[src/rtl/clk_mon_pkg.sv]
// clk_mon_pkg: shared state encoding and default expectations for the divided-clock monitor.
package clk_mon_pkg;
    typedef enum logic {ST_IDLE, ST_MEASURE} state_t;
    localparam int DEF_EXP_PERIOD = 4;
    localparam int DEF_EXP_HIGH   = 2;
    localparam int DEF_LOCK_CNT   = 4;
    localparam int DEF_TIMEOUT    = 64;
endpackage

[src/rtl/clk_div_monitor_if.sv]
// clk_div_monitor_if: sampled divided clock in, period/high measurements and lock status out.
interface clk_div_monitor_if #(parameter int CNT_W = 8);
    logic             clk_div_in;
    logic             fault_clr;
    logic [CNT_W-1:0] period_o;
    logic [CNT_W-1:0] high_o;
    logic             meas_valid;
    logic             locked;
    logic             fault;
    modport master(output clk_div_in, fault_clr, input period_o, high_o, meas_valid, locked, fault);
    modport slave(input clk_div_in, fault_clr, output period_o, high_o, meas_valid, locked, fault);
endinterface

[src/rtl/edge_detect.sv]
// edge_detect: registers the previous sample of a level and flags its rising/falling transitions.
module edge_detect (
    input  logic clk,
    input  logic rst_n,
    input  logic i_d,
    output logic o_rise,
    output logic o_fall
);
    logic r_prev;
    always_ff @(posedge clk)
        r_prev <= rst_n ? i_d : 1'b0;
    assign o_rise = i_d & ~r_prev;
    assign o_fall = ~i_d & r_prev;
endmodule

[src/rtl/clk_div_monitor.sv]
// clk_div_monitor: measures period/high time of a synchronously divided clock and
// reports lock after repeated matches, with a sticky fault on loss of lock or timeout.
module clk_div_monitor
    import clk_mon_pkg::*;
#(
    parameter int CNT_W      = 8,
    parameter int EXP_PERIOD = DEF_EXP_PERIOD,
    parameter int EXP_HIGH   = DEF_EXP_HIGH,
    parameter int LOCK_CNT   = DEF_LOCK_CNT,
    parameter int TIMEOUT    = DEF_TIMEOUT
) (
    input logic clk,
    input logic rst_n,
    clk_div_monitor_if.slave mon
);
    localparam int MW = $clog2(LOCK_CNT + 1);
    localparam logic [CNT_W-1:0] CNT_MAX = '1;
    state_t r_state, w_state_nxt;
    logic w_rise, w_fall, w_meas, w_timeout, w_match;
    logic [CNT_W-1:0] r_cnt, r_hcnt, r_period, r_high;
    logic [MW-1:0] r_match_cnt, w_match_nxt;
    logic r_meas_valid, r_locked, r_fault;

    edge_detect u_edge (.clk(clk), .rst_n(rst_n), .i_d(mon.clk_div_in), .o_rise(w_rise), .o_fall(w_fall));

    always_comb assert (!(w_rise && w_fall));

    always_ff @(posedge clk)
        r_state <= rst_n ? w_state_nxt : ST_IDLE;

    always_comb
        w_state_nxt = (r_state == ST_IDLE) ? (w_rise ? ST_MEASURE : ST_IDLE)
                                           : (w_timeout ? ST_IDLE : ST_MEASURE);

    always_comb begin
        w_meas      = (r_state == ST_MEASURE) && w_rise;
        w_timeout   = (r_state == ST_MEASURE) && !w_rise && r_cnt == CNT_W'(TIMEOUT);
        w_match     = r_cnt == CNT_W'(EXP_PERIOD) && r_hcnt == CNT_W'(EXP_HIGH);
        w_match_nxt = (r_match_cnt == MW'(LOCK_CNT)) ? r_match_cnt : r_match_cnt + 1'b1;
    end

    always_ff @(posedge clk) begin
        if (!rst_n) begin
            r_cnt  <= '0;
            r_hcnt <= '0;
        end else begin
            r_cnt  <= w_rise ? CNT_W'(1) : r_cnt + CNT_W'(r_cnt != CNT_MAX);
            r_hcnt <= w_rise ? CNT_W'(1) : r_hcnt + CNT_W'(mon.clk_div_in && r_hcnt != CNT_MAX);
        end
    end

    // A mismatch only counts as a fault once lock had been established.
    always_ff @(posedge clk) begin
        if (!rst_n) begin
            r_period     <= '0;
            r_high       <= '0;
            r_meas_valid <= 1'b0;
            r_match_cnt  <= '0;
            r_locked     <= 1'b0;
            r_fault      <= 1'b0;
        end else begin
            r_meas_valid <= w_meas;
            if (w_meas) begin
                r_period <= r_cnt;
                r_high   <= r_hcnt;
            end
            if (w_timeout || (w_meas && !w_match)) begin
                r_match_cnt <= '0;
                r_locked    <= 1'b0;
            end else if (w_meas) begin
                r_match_cnt <= w_match_nxt;
                r_locked    <= w_match_nxt == MW'(LOCK_CNT);
            end
            r_fault <= w_timeout || (w_meas && !w_match && r_locked) || (r_fault && !mon.fault_clr);
        end
    end

    assign mon.period_o   = r_period;
    assign mon.high_o     = r_high;
    assign mon.meas_valid = r_meas_valid;
    assign mon.locked     = r_locked;
    assign mon.fault      = r_fault;
endmodule

[src/flat_wrapper.sv]
// flat-port wrapper written by rule: the top's interface ports become plain ports
module clk_div_monitor_flat import clk_mon_pkg::*;
#(
    parameter int CNT_W      = 8,
    parameter int EXP_PERIOD = DEF_EXP_PERIOD,
    parameter int EXP_HIGH   = DEF_EXP_HIGH,
    parameter int LOCK_CNT   = DEF_LOCK_CNT,
    parameter int TIMEOUT    = DEF_TIMEOUT
)
  (clk, rst_n, mon_clk_div_in, mon_fault_clr, mon_period_o, mon_high_o, mon_meas_valid, mon_locked, mon_fault);
  clk_div_monitor_if #(.CNT_W(CNT_W)) mon_i ();
  input logic clk;
  input logic rst_n;
  input wire logic [$bits(mon_i.clk_div_in)-1:0] mon_clk_div_in;
  input wire logic [$bits(mon_i.fault_clr)-1:0] mon_fault_clr;
  output wire logic [$bits(mon_i.period_o)-1:0] mon_period_o;
  output wire logic [$bits(mon_i.high_o)-1:0] mon_high_o;
  output wire logic [$bits(mon_i.meas_valid)-1:0] mon_meas_valid;
  output wire logic [$bits(mon_i.locked)-1:0] mon_locked;
  output wire logic [$bits(mon_i.fault)-1:0] mon_fault;
  assign mon_i.clk_div_in = mon_clk_div_in;
  assign mon_i.fault_clr = mon_fault_clr;
  assign mon_period_o = mon_i.period_o;
  assign mon_high_o = mon_i.high_o;
  assign mon_meas_valid = mon_i.meas_valid;
  assign mon_locked = mon_i.locked;
  assign mon_fault = mon_i.fault;
  clk_div_monitor #(.CNT_W(CNT_W), .EXP_PERIOD(EXP_PERIOD), .EXP_HIGH(EXP_HIGH), .LOCK_CNT(LOCK_CNT), .TIMEOUT(TIMEOUT)) u_core (.clk(clk), .rst_n(rst_n), .mon(mon_i));
endmodule
[config.mk]
export PLATFORM = sky130hd
export DESIGN_NAME = clk_div_monitor_flat
export DESIGN_NICKNAME = d
export VERILOG_FILES = /design/src/rtl/clk_mon_pkg.sv /design/src/rtl/clk_div_monitor_if.sv /design/src/rtl/edge_detect.sv /design/src/rtl/clk_div_monitor.sv /design/src/flat_wrapper.sv
export SDC_FILE = /design/constraint.sdc
export NUM_CORES = 1
export LEC_CHECK = 0
export CAP_MARGIN = 20
export CORE_ASPECT_RATIO = 0.75
export CORE_MARGIN = 2
export CORE_UTILIZATION = 57
export DETAILED_ROUTE_END_ITERATION = 8
export PLACE_DENSITY = 0.83
export SLEW_MARGIN = 5
export SYNTH_ARGS = -nofsm -noshare
export SYNTH_HDL_FRONTEND = slang
export SYNTH_SLANG_ARGS = --single-unit
[constraint.sdc]
create_clock -name clk -period 2.5 [get_ports clk]
set_input_delay 0.5 -clock clk [delete_from_list [all_inputs] [get_ports clk]]
set_output_delay 0.5 -clock clk [all_outputs]
set_load 0.03 [all_outputs]
After elaboration in Yosys (flattened, before gate mapping) --
Cells that the tools add are included.
Operators by class: reduce and logical (&&, ||, !) cells 16, eq/ne operators 7, bitwise operators 3, mux-type cells 6, $add $sub $neg 3
Operator list (number):
- 8-bit by 1-bit adder with 8-bit output | 2
- 8-bit inequality test (second input constant) | 2
- 8-bit by 2-bit == test with 1-bit output (second input constant) | 1
- 8-bit by 3-bit == test with 1-bit output (second input constant) | 1
- 8-bit by 7-bit == test with 1-bit output (second input constant) | 1
- 1-bit logical AND | 8
- 3-bit == test (second input constant) | 2
- 1-bit 2-to-1 mux | 5
- 2-bit OR reduction | 2
- 3-bit by 1-bit adder with 3-bit output (second input constant) | 1
- 1-bit zero test | 3
- 1-bit logical OR | 3
- 3-bit 2-to-1 mux | 1
- 1-bit NOT | 2
- 1-bit AND | 1
Storage, ports and cells: register bits 40

Depth between registers and ports, before layout --
Gate-level depths: netlist (run 1).
word-level depth 7, depth in mapped cells 8

By module --
Synthesis (run 1) repeated with hierarchy kept, for this count alone.
Second synthesis, totals: cells, all modules 197, area, all modules 1656.6 µm²
Modules (own cells, without submodules):
- clk_div_monitor | instances 1, cells each 193, area an instance 1617.8 µm²
- edge_detect | instances 1, cells each 4, area an instance 38.8 µm²

Worst setup path after synthesis (run 1) --
OpenSTA, ideal clock, no wires.
kind register to register, start reg u_core.r_hcnt[2], end reg u_core.r_hcnt[4], setup slack 832 ps, data arrival time 1554 ps, stages on the path, launching flop included 9, buffers on the path 0, cells stage by stage dfxtp_1 and4_1 nand2_1 o21a_1 ha_1 ha_1 nand3_1 xor2_1 nor2_1
Between the ends: longest elaborated chain between the ends 3
Ends and longest elaborated chain:
- start, declared | line clk_div_monitor.sv:20 | logic [CNT_W-1:0] r_cnt, r_hcnt, r_period, r_high;
- start signal, assigned | line clk_div_monitor.sv:48 | r_hcnt <= w_rise ? CNT_W'(1) : r_hcnt + CNT_W'(mon.clk_div_in && r_hcnt != CNT_MAX);
- 8-bit inequality test | line clk_div_monitor.sv:48
- 1-bit logical AND | line clk_div_monitor.sv:48
- 8-bit by 1-bit adder with 8-bit output * | line clk_div_monitor.sv:48
Every way passes the cells marked *; elsewhere a longest branch is shown, timed or not. A chain may end at the register's enable or synchronous reset.

Worst setup path after layout (run 1) --
Ends and elaborated chain as after synthesis.

==> reports/metrics.yaml, run 1 <==
clock_tree:
  tritoncts: "yes"
  clkSlewWorstSetupHoldPaths_ns: 0.08
  cts.sinks: 40
  cts_resized: 0
  cts.hold.buffers_added: 0
  clockRootBuffer: "clkbuf_8"
  clock_latency_ns: 0.30
  h_tree_level_count: 2
  postCtsSetupBuffers: 0
  clock_tree.buffer_depth: 2
  tritoncts.num_buffers: 5
sta:
  max_freq_mhz: 519
  final_min_period_over_clock_period_pct: 77.0
  grt_setup_unrepaired: "false"
  finalCriticalPeriod_ns: 1.93
  whs_ns: 0.455
  timing.max_slew.rel_slack_pct: 58.9
  setup_total_negative_slack_ns: 0
  worst_pin_slew_ns: 0.616
  slew_viol_final: 0
  number_of_setup_violations_in_the_final_report: 0
  final_hold_viol_count: 0
  worst_case_clock_skew_ns: 0.00369
logic_synthesis:
  syn_inst: 191
  synth_net_count: 201
  synth-async-reset-ratio_pct: 0
  synth-edff-count: 0
  synth-main-ff-cell: "dfxtp_1"
  synth-compound-area-share_pct: 8.42
  synth_top_family_by_area: "simple AND/OR/NAND/NOR gates"
  yosys.cell_types.count: 31
  muxShareOfSynthArea_pct: 0
  synth-seq-cells: 40
  yosysWarnings: 0
  synth_simple_gate_area_share_pct: 29.1
  mapped_area_um2: 1660
  synthXorXnorAreaFrac_pct: 6.84
  yosysSeqAreaShare_pct: 48.1
  yosys.area_share.adder_pct: 4.51
  postSynthAreaPerCell_um2: 8.71
floorplanning:
  die-width_um: 66.4
  die_height_um: 50.8
  dieArea_um2: 3370
  floorplan.initialDensity_pct: 62.0
  placeableCoreArea_um2: 2680
  io_pins: 23
  floorplan.rows: 16
detailed_routing:
  drtPass1Iterations: 4
  route.antenna.remaining_nets: 0
  vias: 1365
  via_per_inst: 5.44
  remaining_drc_errors: 0
  post_drt_wl_per_cell_um: 13.7
  detail_route.iter0.violations: 98
  wl_um: 3440
grt:
  grt_antenna_before_repair: 0
  grt_pass1_vias: 1255
  global_router_s_overall_resource_usage_pct: 24.3
  maximum_number_of_pins_on_one_net_before_global_route_repair: 23
  grt.overflow.total: 0
  grt_first_pass_wirelength_um: 6020
setup_path:
  worstPathArrival_ns: 2.10
  cp_max_fo: 7
  cp_cell_sequence: "and4_1 > nand2_1 > o21a_1 > ha_1 > ha_1 > nand3_1 > xor2_1 > nor2_1"
  cp_common_cell: "ha_1"
  required_arrival_time_at_the_worst_endpoint_ns: 2.68
  cp_max_stage_delay_ns: 0.48
  crit_path_top_delay_cell: "dfxtp_1"
  crit_path_capture_type: "flop"
  worst-setup-path-type: "flop to flop"
  startpoint_type: "flop"
cells_and_area:
  design_area_um2: 2030
  final_nets: 224
  post_route_cells_drive_above_1_share_pct: 6.05
  diodes: 0
  areaGrowthSynthToFinish_pct: 22.1
  nFillCells: 193
  layout_cells_excl_fill: 251
placed_design:
  placed_cells: 243
  place.port_buffers: 22
  dp_hpwl_um: 2460
  placed_area_um2: 1910
  gp_congestion: 0.758
min_path:
  worstHoldPathType: "flop to flop"
power_and_ir_drop:
  p_per_area_nw_per_um2: 646
  worst_ir_drop_vdd_v: 0.000599
  total_power_uw: 1310
  power_leakage_uw: 0.000738
run:
  max_cap_violations: 0
outcome:
  outcome: "finished clean"
layout by cell type (no fill, tap or decap), types with 5 or more instances in the layout:
cell type,synthesis,routed
nand2_1,40,40
clkdlybuf4s50_1,0,22
xor2_1,10,10
nand3_1,8,8
clkbuf_8,0,7
ha_1,6,6
a21oi_1,21,21
and3_1,5,5
nor2_1,19,19
dfxtp_1,40,40
final timing paths:
check	start	end	slack, ns	cells after the start
max	u_core.r_hcnt[2]	u_core.r_hcnt[4]	0.57	8
max reg2reg	u_core.r_hcnt[2]	u_core.r_hcnt[4]	0.57	8
min	u_core.mon.period_o[5]	u_core.mon.period_o[5]	0.45	2
min reg2reg	u_core.mon.period_o[5]	u_core.mon.period_o[5]	0.45	2
report_power, final:
part	total [uW]	leakage [uW]	switching (uW)	internal, uW
clock	577	0.0000645	224	352
combinational	73.9	0.000349	44.0	29.9
sequential	661	0.000324	14.0	647
routing by layer:
metal	up-vias	global-route usage (%)	routed length [um]
li1	687	-	-
met1	645	33.1	1640
met2	30	36.2	1590
met3	3	5.83	177
met4	0	11.6	33
met5	-	0	0
per-stage QoR:
step / util, % / worst slack [ns]
final: 75.7 / 0.574
after floorplan: - / 0.832
after CTS: 75.7 / 0.581
after detailed placement: 71.0 / 0.349
after global placement: 71.0 / 0.402
after global routing: 75.7 / 0.385
cell usage after synthesis, drive strengths merged, types with 3 or more instances:
cell | n | share of area, %
dfxtp | 40 | 48
nand2 | 40 | 9.0
a21oi | 21 | 6.3
nor2 | 19 | 4.3
xor2 | 10 | 5.3
nand3 | 8 | 2.4
ha | 6 | 4.5
and3 | 5 | 1.9
clkbuf | 5 | 1.1
and4 | 3 | 1.6
buf | 3 | 1.2
inv | 3 | 0.68
nand4 | 3 | 1.1
nor4b | 3 | 1.6
xnor2 | 3 | 1.6
final cells by class:
class / instances / area, um2 / area share [%]
multi-input cells: 140 / 813 / 40.0
flip-flops and latches: 40 / 801 / 39.4
repair buffers: 24 / 235 / 11.6
clock buffers: 7 / 96.3 / 4.74
well taps: 36 / 45.0 / 2.22
clock inverters: 1 / 30.0 / 1.48
inverters: 3 / 11.3 / 0.554
sequential cells by signal, indices dropped and copies added (netlist names):
register,count
u_core.mon.locked,1
u_core.r_match_cnt,3
u_core.r_state,1
u_core.r_hcnt,8
u_core.u_edge.r_prev,1
u_core.mon.high_o,8
u_core.r_cnt,8
u_core.mon.period_o,8
u_core.mon.meas_valid,1
u_core.mon.fault,1
worst max-delay path, delay by kind of cell, from the launching register on:
family,cells,cell delay (ns)
DFF,1,0.48
and+or+nand+nor,4,0.50
AOI/OAI and AO/OA,1,0.19
xor gates and xnor gates,1,0.15
adders and majority gates,2,0.47
logic make-up after synthesis:
family	after synthesis
AO/OA/AOI/OAI	25
XOR/XNOR	13
adder cells (fa/ha/maj)	6
buffers and inverters	11
flip-flops	40
AND/OR/NAND/NOR	96
Power figures use the tool's default switching activity.
==> run 2, diff against run 1 <==
--- a/config.mk
+++ b/config.mk
@@ -8,9 +8,9 @@
 export CAP_MARGIN = 20
 export CORE_ASPECT_RATIO = 0.75
 export CORE_MARGIN = 2
-export CORE_UTILIZATION = 57
+export CORE_UTILIZATION = 48
 export DETAILED_ROUTE_END_ITERATION = 8
-export PLACE_DENSITY = 0.83
+export PLACE_DENSITY = 0.74
 export SLEW_MARGIN = 5
 export SYNTH_ARGS = -nofsm -noshare
 export SYNTH_HDL_FRONTEND = slang
==> constraint.sdc (replaced) <==
create_clock -name clk -period 1.77 [get_ports clk]
set_input_delay 0.354 -clock clk [delete_from_list [all_inputs] [get_ports clk]]
set_output_delay 0.354 -clock clk [all_outputs]
set_load 0.03 [all_outputs]
==> run 2 against run 1 <==
Compared with the run above: sequential power grew 40%; utilization down 11 points; total power increased by 27%; via count up 4.5%; count of clock-buffer cells in the layout is 2 lower; sequential share of layout area decreased by 1.8 points; critical path depth is 7 lower; first-iteration DRC count increased by 24%; register-to-register slack got worse by 0.47 ns; die area up 17%; critical path type is now flop to primary output; critical endpoint is now mon_locked; largest cell class unchanged; largest power group unchanged; highest routed layer unchanged.
==> reports/metrics.yaml, run 2 (same netlist as run 1, synthesis figures left out) <==
setup_path:
  cp_num_buf_inv: 1  # +1
  cp_cell_sequence: "clkdlybuf4s50_1"
  cp_max_stage_delay_ns: 0.69  # +0.21 ns
  startpoint_type: "flop"
  reg2reg_from: "u_core.r_cnt[4]"
  r2r_cells: 7  # -1
  crit_path_capture_type: "primary output"
  worst-setup-path-type: "flop to primary output"
  r2r_end: "u_core.r_cnt[4]"
  timing.reg2reg.setup_slack_ns: 0.10  # -0.47 ns
  cp_max_fo: 3  # -4
  crit_path_top_delay_cell: "clkdlybuf4s50_1"
  kind_of_cell_adding_the_most_delay_to_the_critical_path: "buffers and inverters"
  worstPathArrival_ns: 1.37  # -0.73 ns
  required_arrival_time_at_the_worst_endpoint_ns: 1.42  # -1.26 ns
min_path:
  hp-start: "u_core.mon.period_o[1]"
  hold-path-endpoint: "u_core.mon.period_o[1]"
  hold_depth: 2  # unchanged
  worstHoldPathType: "flop to flop"
clock_tree:
  tritoncts: "yes"
  tritoncts.num_buffers: 5  # unchanged
  cts.sinks: 40  # unchanged
  clockRootBuffer: "clkbuf_8"
  clock_tree.buffer_depth: 2  # unchanged
  h_tree_level_count: 2  # unchanged
  cts.hold.buffers_added: 0  # unchanged
  cts_resized: 0  # unchanged
  clock_latency_ns: 0.30  # about the same
  clkSlewWorstSetupHoldPaths_ns: 0.08  # about the same
  postCtsSetupBuffers: 0  # unchanged
cells_and_area:
  areaGrowthSynthToFinish_pct: 29.0
  post_route_cells_drive_above_1_share_pct: 16.7  # +11 points
  most-common-layout-cells: "nand2_1, dfxtp_1, clkdlybuf4s50_1"
  diodes: 0  # unchanged
  final_util_pct: 64.9  # -11 points
  final_nets: 242  # +8.0%
  layout_commonest_cell: "nand2_1"
  nFillCells: 264  # +37%
placed_design:
  dpl_worst_slack_ns: -0.159  # -0.508 ns
  gp_congestion: 0.873  # +15%
  dp_hpwl_um: 2820  # +15%
  place.port_buffers: 22  # unchanged
sta:
  final_hold_viol_count: 0  # unchanged
  worst_pin_slew_ns: 0.632  # +0.0161 ns
  final_min_period_over_clock_period_pct: 97.3
  timing.max_slew.rel_slack_pct: 57.8  # -1.1 points
  slew_viol_final: 0  # unchanged
  max_freq_mhz: 581
  grt_setup_unrepaired: "false"
  finalCriticalPeriod_ns: 1.72
  number_of_setup_violations_in_the_final_report: 0  # unchanged
  final.setup.worst_slack_ns: 0.0478  # -0.527 ns
  worst_case_clock_skew_ns: 0.00930  # +0.00561 ns
detailed_routing:
  remaining_drc_errors: 0  # unchanged
  drtPass1Iterations: 4  # unchanged
  detail_route.iter0.violations: 122  # +24%
  route.antenna.remaining_nets: 0  # unchanged
  wl_um: 3830  # +11%
  via_per_inst: 5.23  # -3.9%
  vias: 1427  # +4.5%
  post_drt_wl_per_cell_um: 14.0  # +2.4%
floorplanning:
  io_pins: 23  # unchanged
  placeableCoreArea_um2: 3310  # +23%
  die-width_um: 72.0  # +8.4%
  floorplan.initialDensity_pct: 50.3  # -12 points
  die_height_um: 55.0  # +8.3%
  floorplan.rows: 18  # +2
  dieArea_um2: 3960  # +17%
grt:
  grt_first_pass_wirelength_um: 6180  # +2.6%
  maximum_number_of_pins_on_one_net_before_global_route_repair: 22  # -4.3%
  global_router_s_overall_resource_usage_pct: 21.5  # -2.7 points
  grt.overflow.total: 0  # unchanged
  grt_antenna_before_repair: 0  # unchanged
  grt_pass1_vias: 1264  # +0.72%
power_and_ir_drop:
  worst_ir_drop_vdd_v: 0.000416  # -30%
  p_per_area_nw_per_um2: 777  # +20%
  power_leakage_uw: 0.000809  # +9.7%
run:
  max_cap_violations: 0  # unchanged
outcome:
  outcome: "finished clean"
-- run 2: worst max path at each step --
stage | start | to | slack [ns] | depth (start not counted)
2_1_floorplan | u_core.r_hcnt[2] | u_core.r_hcnt[4] | 0.10 | 8
5_1_grt | u_core.r_hcnt[5] | u_core.r_hcnt[4] | 0.0003 | 8
3_3_place_gp | mon_clk_div_in | u_core.r_hcnt[4] | -0.07 | 7
6_report | u_core.mon.locked | mon_locked | 0.05 | 1
4_1_cts | u_core.r_hcnt[5] | u_core.r_hcnt[4] | 0.01 | 8
3_5_place_dp | mon_clk_div_in | u_core.r_hcnt[4] | -0.16 | 7
-- run 2: per-stage QoR --
stage | TNS [ns] | hold slack (ns) | power, uW | std cells | cell area (um2)
final | 0 | 0.457 | 1670 | 273 | 2150
after floorplan | 0 | 0.453 | 1020 | 191 | 1660
after CTS | 0 | 0.460 | 1670 | 273 | 2130
after global routing | 0 | 0.475 | 1730 | 273 | 2150
after detailed placement | -0.628 | 0.449 | 1080 | 265 | 2050
after global placement | -0.105 | 0.443 | 1070 | 265 | 2050
-- run 2: layer usage --
layer	GRT usage, %	up-vias	share of wire (%)
met1	29.1	646	49
li1	-	727	-
met2	32.6	48	43
met4	11.6	0	2.0
met5	0	-	0
met3	4.89	6	6.1
-- run 2: cell type report --
cell class	instances	area (um2)	area share (%)
inverter	3	11.3	0.524
timing repair buffer	42	370	17.2
clock buffer	5	68.8	3.21
tap	40	50.0	2.33
sequential	40	807	37.6
clock inverter	3	18.8	0.874
multi-input combinational	140	821	38.2
-- run 2: power by group --
| part | internal, uW | switching, uW | leakage, uW | total (uW) |
|---|---|---|---|---|
| logic | 60.1 | 75.4 | 0.000435 | 135 |
| clock network | 275 | 331 | 0.0000479 | 606 |
| registers | 915 | 12.9 | 0.000326 | 927 |
==> run 3, diff against run 2 <==
--- a/config.mk
+++ b/config.mk
@@ -5,9 +5,10 @@
 export SDC_FILE = /design/constraint.sdc
 export NUM_CORES = 1
 export LEC_CHECK = 0
+export ABC_AREA = 1
 export CAP_MARGIN = 20
 export CORE_ASPECT_RATIO = 0.75
-export CORE_MARGIN = 2
+export CORE_MARGIN = 4
 export CORE_UTILIZATION = 48
 export DETAILED_ROUTE_END_ITERATION = 8
 export PLACE_DENSITY = 0.74
==> run 3 against run 2 <==
Compared with the run above: wire length decreased by 7.7%; utilization increased by 0.21 points; total power increased by 6.8%; combinational power increased by 53%; sequential share of layout area decreased by 0.80 points; highest routed layer unchanged; cell area increased by 1.7%; final cell count increased by 11%; largest power group unchanged; sequential cell count unchanged; critical endpoint unchanged; setup slack improved by 0.037 ns.
==> reports/metrics.yaml, run 3 <==
detailed_routing:
  vias: 1461  # +2.4%
  via_per_inst: 4.81  # -8.1%
  wl_um: 3530  # -7.7%
  route.antenna.remaining_nets: 0  # unchanged
  drtPass1Iterations: 6  # +2
  remaining_drc_errors: 0  # unchanged
  detail_route.iter0.violations: 69  # -43%
  post_drt_wl_per_cell_um: 11.6  # -17%
min_path:
  hold_depth: 2  # unchanged
  hold-path-endpoint: "u_core.r_state"
  hp-start: "u_core.r_state"
  worstHoldPathType: "flop to flop"
clock_tree:
  clock_latency_ns: 0.30  # about the same
  clock_tree.buffer_depth: 2  # unchanged
  tritoncts.num_buffers: 5  # unchanged
  h_tree_level_count: 2  # unchanged
  clockRootBuffer: "clkbuf_8"
  tritoncts: "yes"
  clkSlewWorstSetupHoldPaths_ns: 0.07  # about the same
  cts.sinks: 40  # unchanged
  cts.hold.buffers_added: 0  # unchanged
floorplanning:
  floorplan.initialDensity_pct: 50.8  # +0.56 points
  die_height_um: 59.6  # +8.4%
  floorplan.rows: 18  # unchanged
  io_pins: 23  # unchanged
  dieArea_um2: 4580  # +16%
  die-width_um: 76.8  # +6.7%
  placeableCoreArea_um2: 3360  # +1.4%
sta:
  worst_case_clock_skew_ns: 0.00855  # -0.000748 ns
  final_min_period_over_clock_period_pct: 95.2  # -2.1 points
  final_hold_viol_count: 0  # unchanged
  worst_pin_slew_ns: 0.320  # -0.312 ns
  whs_ns: 0.484  # +0.0272 ns
  number_of_setup_violations_in_the_final_report: 0  # unchanged
  slew_viol_final: 0  # unchanged
  final.setup.worst_slack_ns: 0.0846  # +0.0369 ns
  max_freq_mhz: 593  # +2.2%
  timing.max_slew.rel_slack_pct: 78.6  # +21 points
  finalCriticalPeriod_ns: 1.69  # -0.0369 ns
setup_path:
  crit_path_capture_type: "primary output"
  startpoint_type: "flop"
  cp_max_stage_delay_ns: 0.68  # about the same
  cp_num_cells: 1  # unchanged
  cp_num_buf_inv: 1  # unchanged
  r2r_end: "u_core.r_cnt[6]"
  crit_path_top_delay_cell: "clkdlybuf4s50_1"
  reg2reg_from: "u_core.r_cnt[3]"
  cp_cell_sequence: "clkdlybuf4s50_1"
  kind_of_cell_adding_the_most_delay_to_the_critical_path: "buffers and inverters"
  worst-setup-path-type: "flop to primary output"
  timing.reg2reg.setup_slack_ns: 0.10  # about the same
  worstPathArrival_ns: 1.33  # -0.04 ns
  cp_max_fo: 3  # unchanged
  required_arrival_time_at_the_worst_endpoint_ns: 1.42  # about the same
  r2r_cells: 9  # +2
grt:
  grt_pass1_vias: 1382  # +9.3%
  global_router_s_overall_resource_usage_pct: 17.3  # -4.2 points
  maximum_number_of_pins_on_one_net_before_global_route_repair: 18  # -18%
  grt_antenna_before_repair: 0  # unchanged
  grt_first_pass_wirelength_um: 6050  # -2.1%
  grt.overflow.total: 0  # unchanged
logic_synthesis:
  yosys.cell_types.count: 24  # -23%
  synth_largest_type_area_fraction_pct: 47.0  # -1.2 points
  mapped_area_um2: 1710  # +2.5%
  synth-async-reset-ratio_pct: 0  # unchanged
  synth-main-ff-cell: "dfxtp_1"
  synth-edff-count: 0  # unchanged
  synth-seq-cells: 40  # unchanged
  yosysWarnings: 0  # unchanged
  synth.largest_area_cell: "dfxtp_1"
  syn_inst: 221  # +16%
  postSynthAreaPerCell_um2: 7.72  # -11%
  yosysSeqAreaShare_pct: 47.0  # -1.2 points
  synth.cells.most_frequent: "nor2_1, dfxtp_1, inv_1"
  synthMostInstantiatedCell: "nor2_1"
  ys_top_cells_by_area: "dfxtp_1, nor2_1, o21ai_0, a21oi_1, inv_1"
  synth_net_count: 231  # +15%
run:
  max_cap_violations: 0  # unchanged
power_and_ir_drop:
  comb_power_share_pct: 11.5  # +3.4 points
  clock_power_share_pct: 35.0  # -1.3 points
  p_per_area_nw_per_um2: 816  # +5.0%
  p_int_uw: 1330  # +6.7%
  total_switching_power_uw: 449  # +7.1%
  worst_ir_drop_vdd_v: 0.000523  # +26%
  share_seq_of_total_power_pct: 53.5  # -2.1 points
  power_leakage_uw: 0.000880  # +8.7%
  sw_frac_of_total_pct: 25.2  # +0.070 points
placed_design:
  placed_area_um2: 2070  # +1.1%
  gp_congestion: 0.804  # -7.9%
  place.port_buffers: 22  # unchanged
  dpl_worst_slack_ns: -0.112  # +0.0471 ns
  dp_hpwl_um: 2550  # -9.7%
cells_and_area:
  design_area_um2: 2180  # +1.7%
  most-common-layout-cells: "nor2_1, dfxtp_1, inv_1"
  post_route_cells_drive_above_1_share_pct: 15.9  # -0.83 points
  nFillCells: 287  # +8.7%
  layout_commonest_cell: "nor2_1"
  final_nets: 273  # +13%
  areaGrowthSynthToFinish_pct: 28.0
  diodes: 0  # unchanged
outcome:
  outcome: "finished clean"
run 3: changes by cell type after synthesis, sizes merged, moves of 5 or more:
cell	before	now
clkbuf	5	0
nor2	19	54
xor2	10	3
and3	5	0
inv	3	28
nand2	40	23
o21ai	0	23
run 3: cell families (layout without fill, tap and decap cells):
kind of cell               Yosys count  count (layout)  share of synthesized area (%)
DFF                                 40              40                           47.0
and+or+nand+nor                     92              92                           24.1
adders and majority gates            6               6                           4.40
AOI/OAI and AO/OA                   46              46                           14.2
xor gates and xnor gates             4               4                           2.05
buffers and inverters               33              76                           8.22
run 3: metal layers:
metal  vias up  part of all wire [%]  global-route usage [%]  wire length, um
met4         0                   1.5                    9.30               53
li1        787                     -                       -                -
met1       644                    52                    22.8             1830
met2        24                    42                    26.6             1480
met3         6                   4.8                    4.26              168
met5         -                     0                       0                0
run 3: area by class of cell:
type                            instances  area (um2)  share of cell area, %
Clock buffer                            8        90.1                   4.13
Timing Repair Buffer                   40         355                   16.3
Multi-Input combinational cell        148         779                   35.7
Tap cell                               40        50.0                   2.29
Inverter                               28         105                   4.81
Sequential cell                        40         803                   36.8
run 3: worst register-to-register path, stage by stage (launching register included):
cell and delay, ns:
dfxtp_1 0.39, nand2_1 0.10, nor3_2 0.15, nand4_1 0.12, ha_1 0.23, ha_1 0.20
nand2_1 0.10, nor2_1 0.07, a21oi_1 0.15, a211oi_2 0.05
run 3: power groups by stage:
stage | logic (uW) | registers, uW | clock network (uW)
floorplan | 88.5 | 1010 | 0
global placement | 203 | 972 | 0
detailed placement | 205 | 973 | 0
CTS | 206 | 953 | 644
global route | 229 | 957 | 667
finish | 206 | 953 | 624
run 3: worst max-delay path by stage:
stage                      start          endpoint  slack (ns)
4_1_cts          u_core.r_cnt[3]   u_core.r_cnt[6]        0.05
3_5_place_dp      mon_clk_div_in  u_core.r_hcnt[6]       -0.11
3_3_place_gp      mon_clk_div_in  u_core.r_hcnt[6]       -0.09
6_report       u_core.mon.locked        mon_locked        0.08
2_1_floorplan    u_core.r_cnt[2]   u_core.r_cnt[6]         0.1
5_1_grt          u_core.r_cnt[3]   u_core.r_cnt[6]      -0.005
run 3: metrics by stage:
| step | cells | TNS [ns] | total power [uW] | utilization [%] |
|---|---|---|---|---|
| 2_1_floorplan | 221 | 0 | 1100 | - |
| 3_3_place_gp | 295 | -0.222 | 1180 | 61.6 |
| 3_5_place_dp | 295 | -0.329 | 1180 | 61.6 |
| 4_1_cts | 303 | 0 | 1800 | 64.5 |
| 5_1_grt | 304 | -0.00473 | 1850 | 65.1 |
| 6_report | 304 | 0 | 1780 | 65.1 |
run 3: timing repair:
item,CTS,global route
resized for setup,1,6
pin swaps,0,1
setup buffers,0,1
setup endpoints to repair,2,5
hold endpoints to repair,0,0
